### src/rtl/seg_scan_ctrl.sv
// Purpose: binary -> BCD (shift-add-3) converter feeding a time-multiplexed seven-segment scan.
// Latency: load at cycle t commits new digits visible from t+BIN_W+2; num lags idx by 1 cycle.
// Backpressure: none; loads while busy are queued (latest wins) and never abort a conversion.
module seg_scan_ctrl #(
  parameter int NDIG     = 4,
  parameter int BIN_W    = 14,
  parameter int SCAN_DIV = 100000,
  parameter int MAXVAL   = 9999
) (
  input  logic             clk,
  input  logic             rst_n,
  input  logic [BIN_W-1:0] bin,
  input  logic             load,
  output logic             busy,
  output logic [3:0]       num,
  output logic [NDIG-1:0]  an,
  output logic             ovf
);

  localparam int DIV_W = (SCAN_DIV > 1) ? $clog2(SCAN_DIV) : 1;
  localparam int IDX_W = (NDIG > 1) ? $clog2(NDIG) : 1;
  localparam int CNT_W = $clog2(BIN_W + 1);
  localparam int BCD_W = 4 * NDIG;
  localparam logic [BIN_W-1:0] MAXV = BIN_W'(MAXVAL);

  typedef enum logic [1:0] {
    S_IDLE   = 2'd0,
    S_SHIFT  = 2'd1,
    S_COMMIT = 2'd2
  } state_t;

  state_t                 state_q, state_d;
  logic [BIN_W-1:0]       bin_q, bin_d;
  logic [BCD_W-1:0]       bcd_q, bcd_d;
  logic [CNT_W-1:0]       cnt_q, cnt_d;
  logic                   ovf_nxt_q, ovf_nxt_d;
  logic                   ovf_q, ovf_d;
  logic                   pend_q, pend_d;
  logic [BIN_W-1:0]       pend_val_q, pend_val_d;
  logic                   pend_ovf_q, pend_ovf_d;
  logic [NDIG-1:0][3:0]   dig_q, dig_d;
  logic [DIV_W-1:0]       div_q, div_d;
  logic [IDX_W-1:0]       idx_q, idx_d;
  logic [3:0]             num_q, num_d;

  logic                   over;
  logic [BIN_W-1:0]       sat_val;
  logic [BCD_W-1:0]       adj;
  logic [NDIG-1:0]        lead_blank;

  // Saturate the incoming value and pre-adjust every BCD nibble for the next shift.
  always_comb begin
    over    = (bin > MAXV);
    sat_val = over ? MAXV : bin;
    adj     = bcd_q;
    for (int i = 0; i < NDIG; i++) begin
      if (bcd_q[4*i +: 4] >= 4'd5) begin
        adj[4*i +: 4] = bcd_q[4*i +: 4] + 4'd3;
      end
    end
  end

  // Conversion FSM: next state, shift datapath, pending-load queue and digit commit.
  always_comb begin
    state_d    = state_q;
    bin_d      = bin_q;
    bcd_d      = bcd_q;
    cnt_d      = cnt_q;
    ovf_nxt_d  = ovf_nxt_q;
    ovf_d      = ovf_q;
    pend_d     = pend_q;
    pend_val_d = pend_val_q;
    pend_ovf_d = pend_ovf_q;
    dig_d      = dig_q;
    case (state_q)
      S_IDLE: begin
        if (load) begin
          bin_d     = sat_val;
          bcd_d     = '0;
          cnt_d     = '0;
          ovf_nxt_d = over;
          state_d   = S_SHIFT;
        end
      end
      S_SHIFT: begin
        if (load) begin
          pend_d     = 1'b1;
          pend_val_d = sat_val;
          pend_ovf_d = over;
        end
        bcd_d = {adj[BCD_W-2:0], bin_q[BIN_W-1]};
        bin_d = {bin_q[BIN_W-2:0], 1'b0};
        cnt_d = cnt_q + 1'b1;
        if (cnt_q == CNT_W'(BIN_W - 1)) begin
          state_d = S_COMMIT;
        end
      end
      S_COMMIT: begin
        for (int i = 0; i < NDIG; i++) begin
          dig_d[i] = bcd_q[4*i +: 4];
        end
        ovf_d = ovf_nxt_q;
        bcd_d = '0;
        cnt_d = '0;
        if (load) begin
          // A fresh load beats any queued value; the queue is dropped.
          bin_d     = sat_val;
          ovf_nxt_d = over;
          pend_d    = 1'b0;
          state_d   = S_SHIFT;
        end else if (pend_q) begin
          bin_d     = pend_val_q;
          ovf_nxt_d = pend_ovf_q;
          pend_d    = 1'b0;
          state_d   = S_SHIFT;
        end else begin
          state_d = S_IDLE;
        end
      end
      default: begin
        state_d = S_IDLE;
      end
    endcase
  end

  // Refresh scan: slot divider, digit index and registered digit for the decoder.
  always_comb begin
    div_d = div_q + 1'b1;
    idx_d = idx_q;
    if (div_q == DIV_W'(SCAN_DIV - 1)) begin
      div_d = '0;
      idx_d = (idx_q == IDX_W'(NDIG - 1)) ? '0 : idx_q + 1'b1;
    end
    num_d = dig_q[idx_q];
  end

  // Anode drive: blank the first two cycles of each slot and any leading-zero digit.
  always_comb begin
    logic nz;
    nz = 1'b0;
    lead_blank = '0;
    for (int i = NDIG - 1; i >= 0; i--) begin
      nz            = nz | (dig_q[i] != 4'd0);
      lead_blank[i] = ~nz;
    end
    lead_blank[0] = 1'b0;
    an = '1;
    if ((div_q >= DIV_W'(2)) && !lead_blank[idx_q]) begin
      an[idx_q] = 1'b0;
    end
  end

  // State registers with synchronous active-low reset.
  always_ff @(posedge clk) begin
    if (!rst_n) begin
      state_q    <= S_IDLE;
      bin_q      <= '0;
      bcd_q      <= '0;
      cnt_q      <= '0;
      ovf_nxt_q  <= 1'b0;
      ovf_q      <= 1'b0;
      pend_q     <= 1'b0;
      pend_val_q <= '0;
      pend_ovf_q <= 1'b0;
      dig_q      <= '0;
      div_q      <= '0;
      idx_q      <= '0;
      num_q      <= 4'd0;
    end else begin
      state_q    <= state_d;
      bin_q      <= bin_d;
      bcd_q      <= bcd_d;
      cnt_q      <= cnt_d;
      ovf_nxt_q  <= ovf_nxt_d;
      ovf_q      <= ovf_d;
      pend_q     <= pend_d;
      pend_val_q <= pend_val_d;
      pend_ovf_q <= pend_ovf_d;
      dig_q      <= dig_d;
      div_q      <= div_d;
      idx_q      <= idx_d;
      num_q      <= num_d;
    end
  end

  assign busy = (state_q != S_IDLE);
  assign num  = num_q;
  assign ovf  = ovf_q;

endmodule

### config.mk
export PLATFORM = sky130hd
export DESIGN_NAME = seg_scan_ctrl
export DESIGN_NICKNAME = d
export VERILOG_FILES = /design/src/rtl/seg_scan_ctrl.sv
export SDC_FILE = /design/constraint.sdc
export NUM_CORES = 1
export LEC_CHECK = 0
export CAP_MARGIN = 20
export CORE_MARGIN = 2
export CORE_UTILIZATION = 40
export DETAILED_ROUTE_END_ITERATION = 16
export GPL_TIMING_DRIVEN = 0
export PLACE_DENSITY = 0.68
export SLEW_MARGIN = 0
export SYNTH_ARGS = -nofsm -noshare
export SYNTH_HDL_FRONTEND = slang
export SYNTH_SLANG_ARGS = --single-unit
### constraint.sdc
create_clock -name clk -period 1.9 [get_ports clk]
set_input_delay 0.285 -clock clk [delete_from_list [all_inputs] [get_ports clk]]
set_output_delay 0.285 -clock clk [all_outputs]
set_load 0.03 [all_outputs]
# --- After elaboration in Yosys (flattened, before gate mapping) ---
# Index checks and enable logic that the tools add are counted.
# W data, S select, Z words.
totals:
  reg_bits: 93
  in_bits: 17
  out_inout_bits: 10
  word_cells: 97
classes:
  n_addsub: 7
  magnitude_cmp: 8
  eq_ne: 9
  n_mux: 32
  bitwise: 7
  n_reduce_logical: 18
ops:
  columns: ["cell", "n"]
  rows:
  - ["$mux W14", 4]
  - ["$pmux W16 S3", 1]
  - ["$pmux W14 S3", 1]
  - ["$mux W4", 6]
  - ["$add A17 B1 Y17 const B", 1]
  - ["$eq A17 B17 Y1 const B", 1]
  - ["$ge A17 B2 Y1 const B", 1]
  - ["$ge A4 B3 Y1 const B", 4]
  - ["$mux W16", 1]
  - ["$gt A14 B14 Y1 const B", 1]
  - ["$add A4 B2 Y4 const B", 3]
  - ["$pmux W4 S3", 1]
  - ["$reduce_bool A4 Y1", 3]
  - ["$bmux W4 S2", 1]
  - ["$mux W1", 8]
  - ["$reduce_and A2 Y1", 4]
  - ["$mux W2", 3]
  - ["$ne A2 B2 Y1 const B", 3]
  - ["$pmux W2 S3", 1]
  - ["$reduce_and A3 Y1", 2]
  - ["$reduce_bool A2 Y1", 3]
  - ["$add A4 B1 Y4 const B", 1]
  - ["$eq A2 B2 Y1 const B", 2]
  - ["$eq A4 B4 Y1 const B", 1]
  - ["other kinds (18)", 24]

# --- Logic depth before layout (Yosys ltp) ---
# Gate-level depths: netlist of the first run.
logic_depth:
  ltp_word: 9
  ltp_mapped: 8
  depth_no_buf: 6

# --- Worst setup path before layout of the first run ---
# No wires, ideal clock.
synth_path:
  path_kind: "register -> register"
  start: "register state_q[0]"
  end: "register bin_q[1]"
  setup_ns: 0.079
  arrival_time_ns: 1.866
  required_time_ns: 1.821
  path_slack_ns: -0.045
  stages_incl_launch_ff: 9
  n_path_buf: 2
  period_less_slack_ns: 1.945
  path_cell_list: "dfxtp_1 -> inv_1 -> ha_1 -> nor2b_1 -> clkbuf_1 -> nor3_1 -> clkbuf_1 -> nand4_1 -> o211ai_1"
synth_via:
  elab_chain_len: 3
  word_cells_on_any_way: 8
  classes_between: "4 x eq/ne; 1 x mux; 3 x reduce/logical"
synth_lines:
  columns: ["element", "line", "rtl"]
  rows:
  - ["start: declaration", "32", "state_t state_q, state_d;"]
  - ["start signal: assignment", "170", "state_q <= state_d;"]
  - ["$eq A2 B2 Y1, or another cell as far along", "75", "case (state_q)"]
  - ["$ne A3 B3 Y1 (no line), or another cell as far along", null, null]
  - ["$reduce_and A3 Y1 (no line)", null, null]
  - ["end signal: assignment", "171", "bin_q <= bin_d;"]
  - ["end: declaration", "33", "logic [BIN_W-1:0] bin_q, bin_d;"]
# Several ways; a longest one is shown, not always the timed one.
# A chain may end at the register's enable or synchronous reset.

# --- Worst setup path in the final report of the first run ---
layout_path:
  start: "register div_q[14]"
  end: "output an[0]"
layout_via:
  elab_chain_len: 3
layout_lines:
  columns: ["element", "line", "rtl"]
  rows:
  - ["start: declaration", "42", "logic [DIV_W-1:0] div_q, div_d;"]
  - ["start signal: assignment", "180", "div_q <= div_d;"]
  - ["$ge A17 B2 Y1", "148", "if ((div_q >= DIV_W'(2)) && !lead_blank[idx_q]) begin"]
  - ["$logic_and A1 B1 Y1", "148", null]
  - ["$mux W4", "148", null]
  - ["end: declaration", "16", "output logic [NDIG-1:0] an,"]
# Every way passes these cells.

==> results.toml, run 1 <==
[clocking]
clockRootBuffer = "clkbuf_8"
cts_made_buffers = 9
ctsHoldBuffers = 0
clk_path_buf_depth = 2
htreeDepth = 3
cts_tree = "yes"
path_clk_slew_ns = 0.09
clock-sinks = 93
clock_latency_ns = 0.37

[layout]
multi_input_area_um2 = 2590
antennaDiodeCount = 0
fin_util = 0.501
fin_nets = 584
area_growth_pct = 21.5
drive_gt1_frac = 0.174
seqCellArea_um2 = 1870
fill_cells = 1038

[grt]
grt_max_degree = 18
grt_pass1_wl_um = 18300
grt_overflow = 0
grt.total_usage = 0.194
antenna_found_initial = 0
grt_pass1_vias = 3753

[timing]
max-slew-margin-rel = 0.513
setup_ws_ns = -0.340
fin_skew_ns = 0.0123
finalCritPeriodShare = 1.18
hold_viol = 0
max_freq_mhz = 446
tightest_slew_ns = 0.731
finalMaxSlewViolations = 0
period_needed_ns = 2.24
setup_viol = 22
hold_slack_ns = 0.458
rsz0062_at_grt = "true"

[power]
seq_power_share = 0.506
power.leakage_nw = 1.90
p_switching_w = 0.00121
internal_power_w = 0.00292
ir_drop_v = 0.000490
combPwrFrac = 0.156
power.share.clock = 0.338
switching_share = 0.293
power_density_nw_per_um2 = 757

[place]
io_buffers = 26
dp_slack_ns = -0.717
place.gp.congestion = 0.838
dp_hpwl_um = 7650

[setup_path]
end_kind = "primary output"
reg2reg_from = "div_q[14]$_SDFF_PP0_"
crit_arrival_ns = 1.96
cp_max_fo = 4
cp.required_ns = 1.62
startpoint_type = "register"
critical_path_class = "reg2out"
startpoint = "div_q[14]$_SDFF_PP0_"

[synthesis]
yosysWarnings = 0
yosys-top-cells-area = "dfxtp_1, ha_1, nor2_1, mux2i_1, a21oi_1"
yosys.area.top_type = "dfxtp_1"
synthArstFlopShare = 0
synthSimpleGateAreaFrac = 0.199
yosysTopAreaCellShare = 0.415
syn_area_um2 = 4490
synth_cell_types = 52
synthCells = 505
yosys.area_share.adder = 0.0558
seq_area_frac_synth = 0.415
syn_avg_cell_area_um2 = 8.89
synthMuxAreaShare = 0.0747
ys_seq_elements = 93
synth_edf_count = 0
synthFlopType = "dfxtp_1"
synth_nets = 542
synth_compound_area_frac = 0.171
synth_top_family_by_area = "simple AND/OR/NAND/NOR gates"
synth_xor_area_frac = 0.0390

[floorplanning]
core_area_um2 = 10900
dieArea_um2 = 12100
dieHeight_um = 110
start_util = 0.412
die_w_um = 110
row_count = 38
io_pins = 27

[min_path]
min-delay-path-class = "reg2reg"
hold_path.startpoint = "pend_val_q[11]$_SDFFE_PN0P_"

[run_status]
violations = "negative setup slack"
outcome = "complete, but fails checks"

[drt]
vias = 3912
routed_wl_um = 11400
drtAntennaViolNets = 0
dr.pass1.iters = 6
drt-vias-per-instance = 5.65
drc = 0
drt_iter0_drc = 215
wl_per_cell_um = 16.5

[flow_run]
cap_violations = 0
-- layout make-up --
cell class / instances / share of cell area
plain buffers: 26 / 0.0289
clock buffers: 9 / 0.0227
clock inverters: 7 / 0.0151
inverters: 17 / 0.0117
multi-input cells: 364 / 0.476
flip-flops and latches: 93 / 0.343
well taps: 140 / 0.0321
repair buffers: 36 / 0.0707
-- worst max-delay path, cell delays in order, from the launching register on --
cell	delay [ns]
dfxtp_2	0.35
or4_4	0.54
nor4_4	0.15
nand4_1	0.23
nand3_1	0.18
buf_6	0.15
-- per-stage QoR --
stage / cell area, µm² / setup TNS (ns) / total power [W] / std cells
floorplan: 4490 / -0.169 / 0.00248 / 505
global placement: 4930 / -26.25 / 0.00267 / 671
detailed placement: 4930 / -27.57 / 0.00268 / 671
CTS: 5300 / -3.25 / 0.00411 / 693
global route: 5450 / -3.30 / 0.00428 / 692
finish: 5450 / -2.53 / 0.00413 / 692
-- layer usage --
metal  up-vias  global-route usage  wire [µm]
met5         -                   0          0
met4         0              0.0579        165
met3        16              0.0451        617
met2        96               0.321       5460
met1      1894               0.252       5190
li1       1906                   -          -
-- state kept, by name (all words and copies together), names as in the netlist --
name	count
pend_val_q	14
cnt_q	4
pend_ovf_q	1
bcd_q	16
ovf	1
pend_q	1
bin_q	14
state_q	2
num	4
idx_q	2
dig_q	16
ovf_nxt_q	1
div_q	17
-- synth_stat cells (5+ instances only) --
cell type  number
nand3b_1        5
nor4_1          6
mux2i_1        20
nor2b_1         6
nor3b_1         7
nand4_1        10
nand2_1        31
inv_1          17
nor2_1         55
o21ai_0        30
ha_1           20
a32oi_1         6
nand3_1        23
a22o_1         13
o2bb2ai_1       8
dfxtp_1        93
nor3_1         12
xnor2_1        14
a21oi_1        34
clkbuf_1       25
xor2_1          6
and2_1          5
-- logic make-up after synthesis --
logic type	Yosys count
XOR/XNOR	20
buffers and inverters	48
adder cells (fa/ha/maj)	20
flip-flops	93
AO/OA/AOI/OAI	118
multiplexers	28
AND/OR/NAND/NOR	178
-- final timing paths --
check	end	slack, ns	cells after the start
hold / removal	pend_val_q[11]$_SDFFE_PN0P_	0.46	2
setup reg to reg	idx_q[0]$_SDFFE_PN0P_	-0.10	4
hold reg to reg	pend_val_q[11]$_SDFFE_PN0P_	0.46	2
setup / recovery	an[0]	-0.34	5
-- what timing repair did --
item	4_1_cts	5_1_grt
buffers inserted	9	0
resized for setup	62	43
setup endpoints to repair	67	62
pin swaps	8	10
gates cloned	0	1
-- power groups by stage --
stage                     sequential [W]  combinational (W)  clock [W]
after floorplan                  0.00211           0.000370          0
after global placement           0.00212           0.000550          0
after detailed placement         0.00213           0.000558          0
after CTS                        0.00208           0.000608    0.00142
after global routing             0.00210           0.000697    0.00149
final                            0.00209           0.000645    0.00140
-- cells in the final DEF (no fill, tap or decap), types with 13 or more instances in the layout --
cell	n
dfxtp_1	86
nor2_1	44
a21oi_1	32
nand2_1	29
o21ai_0	29
nand3_1	21
clkdlybuf4s50_1	21
mux2i_1	20
ha_1	19
inv_1	17
xnor2_1	14
a22o_1	13
No activity file was read; power rests on OpenSTA's default activity.
==> run 2, diff against run 1 <==
--- a/config.mk
+++ b/config.mk
@@ -5,12 +5,12 @@
 export SDC_FILE = /design/constraint.sdc
 export NUM_CORES = 1
 export LEC_CHECK = 0
-export CAP_MARGIN = 20
 export CORE_MARGIN = 2
 export CORE_UTILIZATION = 40
 export DETAILED_ROUTE_END_ITERATION = 16
 export GPL_TIMING_DRIVEN = 0
 export PLACE_DENSITY = 0.68
+export RECOVER_POWER = 50
 export SLEW_MARGIN = 0
 export SYNTH_ARGS = -nofsm -noshare
 export SYNTH_HDL_FRONTEND = slang
==> results.toml, run 2 (synthesis results as in run 1) <==
[floorplanning]
start_util = 0.412
io_pins = 27
dieArea_um2 = 12100
dieHeight_um = 110
row_count = 38
die_w_um = 110
core_area_um2 = 10900

[layout]
final_common_cell = "dfxtp_1"
antennaDiodeCount = 0
drive_gt1_frac = 0.170
fin_util = 0.497
largest_reg_flops = 17
layout_common_cells = "dfxtp_1, nor2_1, a21oi_1"
top_register = "div_q"
fill_cells = 1049
reg.largest.list = "div_q (17), bcd_q (16), dig_q (16)"
area_growth_pct = 20.6
fin_nets = 584
final_cells = 692

[place]
io_buffers = 26
dp_hpwl_um = 7650
dp_cells = 671
place.gp.congestion = 0.838

[setup_path]
critPathBufInv = 1
cp_max_fo = 4
slowest_stage = "or4_4"
crit_arrival_ns = 1.95
end_kind = "primary output"
cp_slowest_stage_delay_ns = 0.54
crit_family = "simple AND/OR/NAND/NOR gates"
r2r_end = "idx_q[0]$_SDFFE_PN0P_"
startpoint_type = "register"
cp.required_ns = 1.62
critical_path_class = "reg2out"
reg2regPathDepth = 4
r2r_slack_ns = -0.10
reg2reg_from = "div_q[14]$_SDFF_PP0_"
crit_path_cell_trace = "or4_4 > nor4_4 > nand4_1 > nand3_1 > buf_6"

[grt]
grt_overflow = 0
grt_max_degree = 18
antenna_found_initial = 0
grt_pass1_wl_um = 18300
grt_pass1_vias = 3753
grt.total_usage = 0.194

[timing]
fin_skew_ns = 0.00995
max-slew-margin-rel = 0.515
setup_viol = 29
finalMaxSlewViolations = 0
rsz0062_at_grt = "true"
tightest_slew_ns = 0.728
max_freq_mhz = 446
setup_ws_ns = -0.340
period_needed_ns = 2.24
finalCritPeriodShare = 1.18
hold_viol = 0

[min_path]
hold_path.startpoint = "pend_val_q[12]$_SDFFE_PN0P_"
holdPathEnd = "pend_val_q[12]$_SDFFE_PN0P_"
worstHoldPathCells = 2
min-delay-path-class = "reg2reg"

[clocking]
clk_path_buf_depth = 2
htreeDepth = 3
path_clk_slew_ns = 0.09
clock-sinks = 93
clockRootBuffer = "clkbuf_8"
ctsHoldBuffers = 0
cts_made_buffers = 9
clock_latency_ns = 0.37
cts_tree = "yes"

[flow_run]
cap_violations = 0

[run_status]
violations = "negative setup slack"
outcome = "complete, but fails checks"

[drt]
drtAntennaViolNets = 0
vias = 3886
wl_per_cell_um = 16.5
dr.pass1.iters = 4
drt_iter0_drc = 263
routed_wl_um = 11400
drc = 0
drt-vias-per-instance = 5.62

[power]
power_density_nw_per_um2 = 758
finalPower_w = 0.00411
ir_drop_v = 0.000489
power.leakage_nw = 1.90
-- run 2: cell count changes in the layout (fill, tap and decap cells not counted), moves of 2 or more --
cell | previous run | this run
and2_0 | 0 | 4
and2_1 | 5 | 1
clkbuf_2 | 6 | 8
clkbuf_4 | 3 | 1
clkdlybuf4s50_1 | 21 | 15
dlygate4sd3_1 | 0 | 6
-- run 2: per-stage QoR --
stage | setup slack (ns) | hold slack [ns] | instance area (µm²) | TNS [ns]
detailed placement | -0.717 | 0.446 | 4930 | -27.57
global route | -0.405 | 0.483 | 5410 | -4.68
global placement | -0.654 | 0.444 | 4930 | -26.25
floorplan | -0.0262 | 0.421 | 4490 | -0.169
finish | -0.340 | 0.458 | 5410 | -2.74
CTS | -0.337 | 0.459 | 5300 | -3.25
-- run 2: tightest hold or removal path: cells and delay by family (launching register included) --
family          cells  cell delay (ns)
compound gates      1             0.05
simple gates        1             0.05
flops               1             0.32
-- run 2: timing repair --
item	4_1_cts	5_1_grt
gates cloned	0	1
endpoints found under the setup margin	67	62
setup buffers	9	0
gates resized for setup	62	43
pin swaps	8	10
endpoints found under the hold margin	0	0
-- run 2: power breakdown --
| part | internal (W) | total, W | switching (W) | leakage, nW |
|---|---|---|---|---|
| combinational | 0.000242 | 0.000623 | 0.000382 | 1.04 |
| clock | 0.000631 | 0.00140 | 0.000766 | 0.104 |
| sequential | 0.00203 | 0.00209 | 0.0000556 | 0.758 |
| total | 0.00290 | 0.00411 | 0.00120 | 1.90 |
-- run 2: layout make-up --
cell class	count	area (µm²)	share of cell area
buffer	26	145	0.0268
clock buffer	9	124	0.0229
clock inverter	7	82.6	0.0153
inverter	17	63.8	0.0118
multi-input combinational	364	2580	0.477
sequential	93	1870	0.345
tap	140	175	0.0324
timing repair buffer	36	373	0.0689
-- run 2: layer usage --
metal | wire length, µm | global-route usage
met1 | 5330 | 0.252
met4 | 176 | 0.0579
met3 | 467 | 0.0451
met2 | 5420 | 0.321
met5 | 0 | 0
-- run 2: worst max-delay path by stage --
stage	start	endpoint	cells after the start	slack, ns
6_report	div_q[14]$_SDFF_PP0_	an[0]	5	-0.34
5_1_grt	div_q[13]$_SDFF_PP0_	an[0]	5	-0.41
4_1_cts	div_q[13]$_SDFF_PP0_	an[0]	5	-0.34
3_5_place_dp	load	bin_q[1]$_SDFFE_PN0P_	7	-0.72
3_3_place_gp	load	bin_q[1]$_SDFFE_PN0P_	7	-0.65
2_1_floorplan	div_q[13]$_SDFF_PP0_	idx_q[0]$_SDFFE_PN0P_	4	-0.03
==> run 3, diff against run 2 <==
--- a/config.mk
+++ b/config.mk
@@ -9,7 +9,7 @@
 export CORE_UTILIZATION = 40
 export DETAILED_ROUTE_END_ITERATION = 16
 export GPL_TIMING_DRIVEN = 0
-export PLACE_DENSITY = 0.68
+export PLACE_DENSITY = 0.67
 export RECOVER_POWER = 50
 export SLEW_MARGIN = 0
 export SYNTH_ARGS = -nofsm -noshare
==> results.toml, run 3 (synthesis results as in run 1) <==
[layout]
drive_gt1_frac = 0.149
fin_util = 0.491
layout_common_cells = "dfxtp_1, nor2_1, a21oi_1"
final_common_cell = "dfxtp_1"
antennaDiodeCount = 0
top_register = "div_q"
fill_cells = 1053
reg.largest.list = "div_q (17), bcd_q (16), dig_q (16)"
largest_reg_flops = 17
final_cells = 691
area_growth_pct = 19.2
fin_nets = 583

[drt]
dr.pass1.iters = 4
drc = 0
drt-vias-per-instance = 5.56
routed_wl_um = 11500
vias = 3840
wl_per_cell_um = 16.7
met1_length_um = 5230
wl_met3_um = 535
route.met2.wl_um = 5630
drtAntennaViolNets = 0
routed.top_layer = "met4"
drt_iter0_drc = 246

[timing]
rsz0062_at_grt = "true"
finalMaxSlewViolations = 0
setup_viol = 24
hold_viol = 0
max-slew-margin-rel = 0.494
setup_ws_ns = -0.400
tightest_slew_ns = 0.759
finalCritPeriodShare = 1.21
period_needed_ns = 2.30
max_freq_mhz = 435
fin_skew_ns = 0.00593

[setup_path]
startpoint = "div_q[12]$_SDFF_PP0_"
slowest_stage = "or4_4"
crit_arrival_ns = 2.01
cp.required_ns = 1.62
reg2regPathDepth = 4
cp_num_cells = 5
critical_path_class = "reg2out"
cp_slowest_stage_delay_ns = 0.56
startpoint_type = "register"
reg2reg_from = "div_q[7]$_SDFF_PP0_"
crit_family = "simple AND/OR/NAND/NOR gates"
critPathBufInv = 1
crit_path_cell_trace = "or4_4 > nor4_4 > nand4_1 > nand3_2 > buf_6"
end_kind = "primary output"
cp_max_fo = 4

[grt]
antenna_found_initial = 0
grt.total_usage = 0.205
grt_pass1_wl_um = 19200
grt_overflow = 0
grt_max_degree = 17
grt_pass1_vias = 3897

[flow_run]
cap_violations = 0

[place]
dp_hpwl_um = 7820
place.gp.congestion = 0.818
io_buffers = 26
dp_cells = 671

[min_path]
hold_path.startpoint = "pend_val_q[11]$_SDFFE_PN0P_"
worstHoldPathCells = 2
min-delay-path-class = "reg2reg"

[power]
internal_power_w = 0.00302
ir_drop_v = 0.000461
power_density_nw_per_um2 = 785
power.share.clock = 0.357
combPwrFrac = 0.147
seq_power_share = 0.496
power.leakage_nw = 1.89
p_switching_w = 0.00118
switching_share = 0.282

[clocking]
ctsHoldBuffers = 0
htreeDepth = 3
path_clk_slew_ns = 0.09
clock_latency_ns = 0.38
cts_tree = "yes"
clk_path_buf_depth = 2
cts_made_buffers = 9
clock-sinks = 93
clockRootBuffer = "clkbuf_8"

[floorplanning]
dieArea_um2 = 12100
dieHeight_um = 110
io_pins = 27
start_util = 0.412
core_area_um2 = 10900
row_count = 38
die_w_um = 110

[run_status]
violations = "negative setup slack"
outcome = "complete, but fails checks"
run 3: routing by layer:
| layer | global-route usage | vias to the layer above |
|---|---|---|
| li1 | - | 1895 |
| met1 | 0.261 | 1862 |
| met2 | 0.338 | 72 |
| met3 | 0.0528 | 11 |
| met4 | 0.0669 | 0 |
| met5 | 0 | - |
run 3: final cells by class:
| type | instances | area (µm²) | area share |
|---|---|---|---|
| inverter | 17 | 63.8 | 0.0119 |
| clock buffer | 9 | 124 | 0.0231 |
| buffer | 25 | 140 | 0.0262 |
| multi-input combinational | 364 | 2520 | 0.471 |
| tap | 140 | 175 | 0.0327 |
| timing repair buffer | 36 | 359 | 0.0671 |
| clock inverter | 7 | 97.6 | 0.0182 |
| sequential | 93 | 1870 | 0.349 |
run 3: stage by stage:
step / cell area, µm² / setup TNS, ns / setup slack (ns) / hold WS (ns) / power, W
after detailed placement: 4930 / -29.37 / -0.763 / 0.450 / 0.00269
after global routing: 5350 / -5.67 / -0.479 / 0.478 / 0.00438
after global placement: 4930 / -27.28 / -0.701 / 0.442 / 0.00268
final: 5350 / -3.16 / -0.400 / 0.467 / 0.00420
after CTS: 5340 / -2.69 / -0.394 / 0.463 / 0.00423
after floorplan: 4490 / -0.169 / -0.0262 / 0.421 / 0.00248
run 3: final timing paths:
| path | endpoint | slack [ns] |
|---|---|---|
| max | an[3] | -0.40 |
| max reg2reg | idx_q[0]$_SDFFE_PN0P_ | -0.13 |
| min | pend_val_q[11]$_SDFFE_PN0P_ | 0.47 |
| min reg2reg | pend_val_q[11]$_SDFFE_PN0P_ | 0.47 |
run 3: power by group through the flow:
stage	Sequential [W]	Combinational, W	Clock [W]
after floorplan	0.00211	0.000370	0
after global placement	0.00212	0.000554	0
after detailed placement	0.00213	0.000564	0
after CTS	0.00208	0.000614	0.00154
after global routing	0.00209	0.000675	0.00161
final	0.00208	0.000619	0.00150
run 3: timing repair:
item	CTS	global route
setup buffers	9	1
resized for setup	66	26
endpoints found under the setup margin	67	70
pin swaps	16	1
run 3: worst register-to-register path, cell delays in order (launching register included):
cell and delay [ns]:
dfxtp_1 0.44, or4b_1 0.47, or4_4 0.57, or3_1 0.38, a21oi_2 0.12
==> RTL edit, RTL diff (settings of run 3) <==
Change the parameter `NDIG` from 4 to 8.
--- a/src/rtl/seg_scan_ctrl.sv
+++ b/src/rtl/seg_scan_ctrl.sv
@@ -2,7 +2,7 @@
 // Latency: load at cycle t commits new digits visible from t+BIN_W+2; num lags idx by 1 cycle.
 // Backpressure: none; loads while busy are queued (latest wins) and never abort a conversion.
 module seg_scan_ctrl #(
-  parameter int NDIG     = 4,
+  parameter int NDIG     = 8,
   parameter int BIN_W    = 14,
   parameter int SCAN_DIV = 100000,
   parameter int MAXVAL   = 9999
Ports: changed (resized an); port bits go from 27 to 31. No check against the original RTL was run, so the function may have changed too.
==> RTL edit against run 3 <==
  * The run still ends with negative setup slack left
  * Total power up 65%
  * Register-to-register slack got worse by 0.08 ns
  * Via count is 40% higher
  * Die area is 41% higher
  * Synthesized area up 42%
  * First-iteration DRC count grew 90%
  * Synthesized cell count increased by 42%
  * Cell count is 45% higher
  * Wire length up 45%
  * Final area rose by 48%
  * Setup slack better by 0.10 ns
  * Sequential cell count up 33
  * Critical path type unchanged
==> RTL edit: results (changes against run 3) <==
critical hold path startpoint=load; outcome=finished with violations; IO buf count=28 (+7.7%); Hold Path Class=in2reg; worst hold endpoint=pend_q$_SDFFE_PN0P_; Mapped Nets=761 (+40%); Total Routing Usage GR=20.4% (-0.15 points); Detailed Route Iter0 Violations=467 (+90%); failing checks=negative setup slack; Setup WS pre-CTS=-0.828 ns (-0.0658 ns); RR Startpoint=state_q[0]$_SDFFE_PN0P_; vias in the first global route=5058 (+30%); setup slack after layout=-0.300 ns (+0.0998 ns); Setup Viol. Count Final=62 (+160%); Post-Place Cells=961 (+43%); post-CTS setup buffer count=5 (-4); synthesized netlist cell count=717 (+42%); Sw Ratio=24.4% (-3.8 points); post-synthesis sequential area ratio=39.5% (-2.0 points); first-pass GRT wire length=26900 um (+40%); clock distribution power=0.00343 W (+130%); Peak supply drop=634 uV (+38%); met3 WL=752 um (+41%); Synth top cells by count=dfxtp_1, nor2b_1, nand2_1, o21ai_0, mux2i_1; Filler Cell Count=1419 (+35%); worst r2r path cells=6 (+2); FF-to-FF setup slack=-0.21 ns (-0.08 ns); Distinct cells, synth=46 (-12%); CP max-delay cell=dfxtp_1; crit path DAT=1.92 ns (-0.09 ns); Vias=5370 (+40%); Clock transition at path regs=0.06 ns (-0.03 ns); WHS Path Cells=3 (+1); top flop regs=bcd_q x32, dig_q x32, div_q x17; final net count=815 (+40%); Critical Path Source=idx_q[1]$_SDFFE_PN0P_; Post-Route Setup TNS=-8.63 ns (-5.47 ns); clock latency on the worst-skew pair=0.42 ns (+0.04 ns); Worst slew margin=50.1% (+0.66 points); Clock H-tree levels=4 (+1); fin cells=1000 (+45%); post-DR wirelength/cell=16.7 um (+0.20%); HPWL after DPL=11300 um (+44%); Reg power frac=40.0% (-9.6 points); worst r2r dst=dig_q[23]$_SDFFE_PN0P_; drt pass-1 iters=5 (+1); LEAKAGE=2.86 nW (+52%)
-- RTL edit: cell types whose count changed after synthesis, sizes merged, moves of 14 or more --
cell / before / now
and2: 5 / 25
dfxtp: 93 / 126
mux2i: 20 / 45
nand2: 31 / 54
nor2: 55 / 37
nor2b: 6 / 55
o21ai: 30 / 52
xor2: 6 / 20
-- RTL edit: metrics by stage --
step / instance area (sq um) / total power (W) / hold WS (ns)
floorplan: 6380 / 0.00321 / 0.427
global placement: 6940 / 0.00344 / 0.462
detailed placement: 6940 / 0.00344 / 0.465
CTS: 7800 / 0.00692 / 0.344
global route: 7950 / 0.00713 / 0.378
finish: 7950 / 0.00692 / 0.369
-- RTL edit: logic make-up after synthesis --
group / synth area share, %
xor gates and xnor gates: 4.39
muxes: 9.70
and+or+nand+nor: 21.8
AOI/OAI and AO/OA: 14.9
adders and majority gates: 5.29
DFF: 39.5
buffers and inverters: 4.45
-- RTL edit: final cells by class --
cell class              count  area, sq um  area share, %
repair buffers             40          389           4.90
clock inverters            11          165           2.08
well taps                 216          270           3.40
inverters                  24         90.1           1.13
multi-input cells         520         3760           47.4
plain buffers              42          275           3.46
clock buffers              21          450           5.67
flip-flops and latches    126         2540           32.0
-- RTL edit: worst max-delay path by stage --
stage	endpoint	cells after the start	slack [ns]
6_report	an[4]	7	-0.30
5_1_grt	an[4]	7	-0.43
4_1_cts	an[4]	6	-0.32
3_5_place_dp	an[1]	7	-0.83
3_3_place_gp	an[3]	7	-0.84
2_1_floorplan	an[6]	8	-0.04
-- RTL edit: routing by layer --
| layer | track usage, % | up-vias |
|---|---|---|
| met3 | 3.81 | 22 |
| li1 | - | 2631 |
| met4 | 7.88 | 0 |
| met5 | 0 | - |
| met2 | 31.3 | 131 |
| met1 | 28.4 | 2586 |
